===== config.mk =====
export PLATFORM = sky130hd
export DESIGN_NAME = dong_ho
export DESIGN_NICKNAME = d
export VERILOG_FILES = /design/src/rtl/dong_ho.sv
export SDC_FILE = /design/constraint.sdc
export NUM_CORES = 1
export LEC_CHECK = 0
export BUFFER_PORTS_ARGS = -buffer_cell sky130_fd_sc_hd__buf_4
export CORE_UTILIZATION = 28
export CTS_CLUSTER_SIZE = 25
export DETAILED_ROUTE_END_ITERATION = 12
export HOLD_SLACK_MARGIN = 0.15
export PLACE_DENSITY = 0.48
export SETUP_SLACK_MARGIN = 0.4
export SLEW_MARGIN = 0
export SYNTH_ARGS = -nofsm -noshare
export SYNTH_HDL_FRONTEND = slang
export SYNTH_SLANG_ARGS = --single-unit

===== constraint.sdc =====
create_clock -name clki -period 2.2 [get_ports clki]
set_clock_uncertainty 0.05 [all_clocks]
set_input_delay 0.11 -clock clki [delete_from_list [all_inputs] [get_ports clki]]
set_output_delay 0.11 -clock clki [all_outputs]
set_load 0.01 [all_outputs]

===== src/rtl/dong_ho.sv =====
// 24-hour BCD clock core: a CLK_HZ prescaler produces a one-cycle seconds tick
// that advances six registered BCD digits (HH:MM:SS) feeding the TM1638 driver.
module dong_ho #(
   parameter int CLK_HZ = 50_000_000
) (
   input  logic       clki,
   input  logic       rs,
   output logic [3:0] led1,
   output logic [3:0] led2,
   output logic [3:0] led3,
   output logic [3:0] led4,
   output logic [3:0] led5,
   output logic [3:0] led6
);

   localparam int PW = (CLK_HZ > 1) ? $clog2(CLK_HZ) : 1;
   localparam logic [PW-1:0] PRE_LAST = PW'(CLK_HZ - 1);

   logic [PW-1:0] pre_q, pre_d;
   logic          tick;

   logic [3:0] h_t_q, h_u_q, m_t_q, m_u_q, s_t_q, s_u_q;
   logic [3:0] h_t_d, h_u_d, m_t_d, m_u_d, s_t_d, s_u_d;

   assign tick  = (pre_q == PRE_LAST);
   assign pre_d = tick ? '0 : pre_q + 1'b1;

   always_comb begin
      h_t_d = h_t_q;
      h_u_d = h_u_q;
      m_t_d = m_t_q;
      m_u_d = m_u_q;
      s_t_d = s_t_q;
      s_u_d = s_u_q;
      if (tick) begin
         // Carry ripples as nested wraps so the whole chain settles on one edge.
         if (s_u_q < 4'd9) s_u_d = s_u_q + 4'd1;
         else begin
            s_u_d = 4'd0;
            if (s_t_q < 4'd5) s_t_d = s_t_q + 4'd1;
            else begin
               s_t_d = 4'd0;
               if (m_u_q < 4'd9) m_u_d = m_u_q + 4'd1;
               else begin
                  m_u_d = 4'd0;
                  if (m_t_q < 4'd5) m_t_d = m_t_q + 4'd1;
                  else begin
                     m_t_d = 4'd0;
                     if (h_t_q >= 4'd2 && h_u_q >= 4'd3) begin
                        h_t_d = 4'd0;
                        h_u_d = 4'd0;
                     end else if (h_u_q < 4'd9) h_u_d = h_u_q + 4'd1;
                     else begin
                        h_u_d = 4'd0;
                        h_t_d = h_t_q + 4'd1;
                     end
                  end
               end
            end
         end
         // A digit that was somehow driven out of range is cleared on the next tick.
         if (s_t_q > 4'd5) s_t_d = 4'd0;
         if (m_u_q > 4'd9) m_u_d = 4'd0;
         if (m_t_q > 4'd5) m_t_d = 4'd0;
         if (h_u_q > 4'd9) h_u_d = 4'd0;
         if (h_t_q > 4'd2 || h_t_d > 4'd2) begin
            h_t_d = 4'd0;
            h_u_d = 4'd0;
         end
      end
   end

   always_ff @(posedge clki or negedge rs) begin
      if (!rs) begin
         pre_q <= '0;
         h_t_q <= 4'd0;
         h_u_q <= 4'd0;
         m_t_q <= 4'd0;
         m_u_q <= 4'd0;
         s_t_q <= 4'd0;
         s_u_q <= 4'd0;
      end else begin
         pre_q <= pre_d;
         h_t_q <= h_t_d;
         h_u_q <= h_u_d;
         m_t_q <= m_t_d;
         m_u_q <= m_u_d;
         s_t_q <= s_t_d;
         s_u_q <= s_u_d;
      end
   end

   assign led1 = h_t_q;
   assign led2 = h_u_q;
   assign led3 = m_t_q;
   assign led4 = m_u_q;
   assign led5 = s_t_q;
   assign led6 = s_u_q;

endmodule


# Word level (Yosys, flattened, before mapping)
# Index checks and enable logic that the tools add are counted.
# classes
muxes	30
eq_ne	11
addsub	7
reduce_logical	6
order_cmp	13
# ops
cell	count
4-bit two-way mux	29
26-bit by 1-bit adder with 26-bit output (second input constant)	1
26-bit == test (second input constant)	1
26-bit two-way mux	1
4-bit by 1-bit adder with 4-bit output (second input constant)	6
4-bit less-than comparator (second input constant)	3
2-bit by 1-bit != test with 1-bit output (second input constant)	6
3-bit by 1-bit != test with 1-bit output (second input constant)	4
4-bit by 2-bit greater-or-equal comparator with 1-bit output (second input constant)	2
4-bit by 2-bit greater-than comparator with 1-bit output (second input constant)	2
4-bit by 3-bit greater-than comparator with 1-bit output (second input constant)	2
4-bit greater-than comparator (second input constant)	2
4-bit by 3-bit less-than comparator with 1-bit output (second input constant)	2
5-bit AND reduction	1
4-bit AND reduction	1
3-bit AND reduction	1
2-bit AND reduction	1
1-bit logical AND	1
1-bit logical OR	1
# word_totals
elab_cells	74
output_inout_bits	24
register_bits	50

# Depth between registers and ports, before layout
# logic_depth
word_depth	12
ltp_mapped	8

# Worst setup path after synthesis
# OpenSTA, ideal clock, no wires.
# synth_timing
path_type	register -> register
startpoint	reg h_t_q[0], in the netlist led1[0]
endpoint	reg h_t_q[1], in the netlist led1[1]
period_less_slack_ps	2228
path_stages_with_launch	8
setup_time_ps	132
path_buffers	0
setup_slack_ps	-28
t_arrival_ps	2047
cell_sequence	dfrtp_1 -> inv_1 -> ha_1 -> or4_1 -> a2111oi_0 -> a31oi_1 -> a31oi_1 -> o22ai_1
# synth_via
elab_chain_len	11
word_cells_on_any_way	14
# synth_lines
item	line_no	text
start, declared	22	logic [3:0] h_t_q, h_u_q, m_t_q, m_u_q, s_t_q, s_u_q;
start signal, assigned	84	h_t_q <= h_t_d;
4-bit by 1-bit adder with 4-bit output or 4-bit by 2-bit greater-or-equal comparator with 1-bit output (tied branches)	55, 49	
4-bit two-way mux or 1-bit logical AND (tied branches)	52, 49	
4-bit two-way mux	49	if (h_t_q >= 4'd2 && h_u_q >= 4'd3) begin
4-bit two-way mux	46	if (m_t_q < 4'd5) m_t_d = m_t_q + 4'd1;
4-bit two-way mux	43	if (m_u_q < 4'd9) m_u_d = m_u_q + 4'd1;
4-bit two-way mux	40	if (s_t_q < 4'd5) s_t_d = s_t_q + 4'd1;
4-bit two-way mux	37	if (s_u_q < 4'd9) s_u_d = s_u_q + 4'd1;
4-bit two-way mux	35	if (tick) begin
4-bit by 2-bit greater-than comparator with 1-bit output	66	if (h_t_q > 4'd2 || h_t_d > 4'd2) begin
1-bit logical OR	66	
4-bit two-way mux (*)	66	
# Mark *: on every way between the ends. The rest lies on a longest branch, timed or not. The select of a mux whose other input is x is not followed.
# A chain may end at the register's enable or synchronous reset.

# Worst setup path in the final report
# layout_timing
startpoint	reg h_t_q[1], in the netlist led1[1]
endpoint	reg h_t_q[0], in the netlist led1[0]
# The elaborated chain is that of the path after synthesis.

==> impl_metrics.tcl <==
set metrics [dict create \
    outcome "complete, no violations" \
    setup_viol 0 \
    insertion_delay_ns 0.30 \
    drc_errors 0 \
    postRouteAntennaNets 0 \
    areaGrowthSynthToFinish_pct 47.3 \
    track_usage 0.148 \
    critPathMaxFanout 4 \
    multiInputGateArea_um2 1960 \
    fillers 955 \
    cts_root_buf "clkbuf_8" \
    cap_violations 0 \
    grt_pass1_wl_um 12200 \
    grt_pass1_vias 2499 \
    ys_warn_count 0 \
    synth_top_area_share 0.436 \
    via_per_inst 4.98 \
    slew_violations 0 \
    powerDensity_nw_per_um2 357 \
    worstSetupPathType "reg2reg" \
    grt_max_degree 51 \
    coreArea_um2 9860 \
    critPathTopFamily "compound AO/OA/AOI/OAI gates" \
    antenna_found_initial 0 \
    crit_chain "ha_4 -> or4_4 -> a2111oi_4 -> a31oi_2 -> a31oi_2 -> mux2i_1" \
    worst_pin_slew_ns 0.648 \
    totalNegativeSetupSlack_ns 0 \
    grt_overflow 0 \
    cp_data_required_time_ns 2.34 \
    r2r_slack_ns 0.26 \
    io_buffers 25 \
    cts-htree-levels 2 \
    synth_cell_types 53 \
    vias 2565 \
    ys_ff_latch 50 \
    synthTopCellsByArea "dfrtp_1 (44%), ha_1 (7.4%), nand3_1 (4.5%)" \
    initial_utilization 0.291 \
    wirelength_um 7470 \
    synth_edf_count 0 \
    synth_top_area_cell "dfrtp_1" \
    fin_nets 400 \
    place_inst 472 \
    drt_iter0_drc 59 \
    place_congestion 0.801 \
    dp_hpwl_um 4940 \
    grt_setup_unrepaired "yes" \
    tritoncts "done" \
    firstDrtPassIters 4 \
    hold_viol 0 \
    dieArea_um2 10700 \
    ir_worst_vdd_uv 212 \
    path_buf_inv 0 \
    period_needed_ns 1.94 \
    cp.arrival_ns 2.08 \
    row_count 36 \
    syn_avg_cell_area_um2 9.50 \
    ios 26 \
    drt-wirelength-per-cell_um 14.5 \
    syn-num-nets 321 \
    finalCritPeriodShare 0.884 \
    max_stage_delay_ns 0.50 \
    p_leak_nw 1.82 \
    critPathMostFrequentCell "a31oi_2" \
    n_antenna_cell 0 \
    die_x_um 103 \
    ys.flop_type "dfrtp_1" \
    ys_async_sr_fraction 1.00 \
    netlist_area_um2 2870 \
    endpoint_kind "flop" \
    min-delay-path-class "in2async" \
    slew_headroom 0.568 \
    cp_slowest_cell "or4_4" \
    syn-instance-count 302 \
    fin_cells 515 \
    drive_above_1_share 0.448 \
    regArea_um2 1260 \
    cts_buffer_depth 2 \
    die_h_um 103 \
    start_kind "flop" \
    numCtsBuffers 5 \
    clkTransAtPathRegs_ns 0.09 \
    max_freq_mhz 514 \
    yosysSeqAreaShare 0.436 \
    clock-sinks 50 \
]
## path summary, 6_finish.rpt
kind | startpoint | endpoint | depth (start not counted)
worst max-delay path | led1[1] | led1[0] | 6
worst min-delay path | rs | led1[2] | 2
worst max register to register | led1[1] | led1[0] | 6
worst min register to register | pre_q[4] | pre_q[4] | 1
max in group asynchronous | rs | pre_q[6] | 2
min in group clki | pre_q[4] | pre_q[4] | 1
## cell families after synthesis
family	Yosys count	synth area share
buf+inv	29	0.0405
simple gates	129	0.252
mux	2	0.00697
fa+ha+maj	17	0.0741
compound gates	54	0.126
xor+xnor	21	0.0641
flops	50	0.436
## synthesized netlist by cell type, drive strengths merged, types with 2 or more instances
cell and number:
nor3 6, mux2i 2, nand4 12, dfrtp 50, inv 23, a31oi 2, o41ai 2, a21o 2
nand3 26, nor4 5, o211ai 3, xnor2 8, or4 3, ha 17, a211oi 3, clkbuf 2
nand2b 6, o2111ai 3, nor2b 4, o22ai 2, and3 6, nor2 24, and4 6, xor2 13
buf 4, nand2 17, a21oi 5, or3 3, o21ai 22, and2 7
## worst reg2reg max path, cell delays in order (launching register included)
cell       delay (ns)
dfrtp_2          0.43
ha_4             0.16
or4_4            0.50
a2111oi_4        0.21
a31oi_2          0.18
a31oi_2          0.19
mux2i_1          0.10
## layout make-up
| class | count | share of cell area |
|---|---|---|
| multi-input combinational | 223 | 0.464 |
| sequential | 50 | 0.297 |
| timing repair buffer | 78 | 0.157 |
| tap | 133 | 0.0394 |
| inverter | 23 | 0.0204 |
| clock buffer | 6 | 0.0195 |
| clock inverter | 2 | 0.00296 |
## where the power goes
group	leakage, nW	total [mW]	switching [mW]	internal [mW]
clock	0.0472	0.569	0.316	0.254
sequential	0.676	0.918	0	0.918
combinational	1.09	0.0202	0.0178	0.00233
total	1.82	1.51	0.334	1.17
## repair_timing
action | in CTS | in global routing
gates resized for setup | 37 | 57
buffers inserted | 22 | 11
gates cloned | 1 | 0
endpoints found under the setup margin | 36 | 43
hold endpoints to repair | 50 | 0
pin swaps | 26 | 28
hold buffers | 1 | 0
## flip-flops by register name, indices dropped and copies added, names as in the netlist
name	count
led1	4
led2	4
led3	4
led4	4
led5	4
led6	4
pre_q	26
## layout by cell type, fill, tap and decap left out, types with 4 or more instances in the layout
cell	instances
nand3_2	4
inv_2	4
buf_4	66
nand4_1	11
buf_6	7
o21ai_0	8
nand3_1	22
and3_1	5
and4_1	4
o21ai_1	9
ha_1	11
xnor2_1	8
and2_1	6
dfrtp_1	45
nand2_1	15
clkbuf_8	6
xor2_1	11
dfrtp_2	5
nor2_4	13
inv_1	19
ha_4	4
nor2_1	8
nor3_2	5
o21ai_2	5
a21oi_2	4
## layer usage
layer  global-route usage  wire length [um]  vias up
met1                0.191              3420     1259
met3               0.0255               228        5
met5                    0                 0        -
li1                     -                 -     1244
met2                0.255              3780       57
met4               0.0368                48        0
## stage by stage
stage               setup slack (ns)  hold WS, ns  area [um^2]  utilization  power [mW]
finish                         0.256        0.321         4230        0.429        1.51
global route                   0.177        0.415         4230        0.429        1.58
CTS                            0.224        0.348         3900        0.395        1.54
detailed placement             0.121        0.143         3450        0.350       0.957
global placement               0.194        0.145         3450        0.350       0.958
floorplan                      0.211       -0.236         3000            -       0.937
Note: power is estimated with default switching activity, not from simulation.
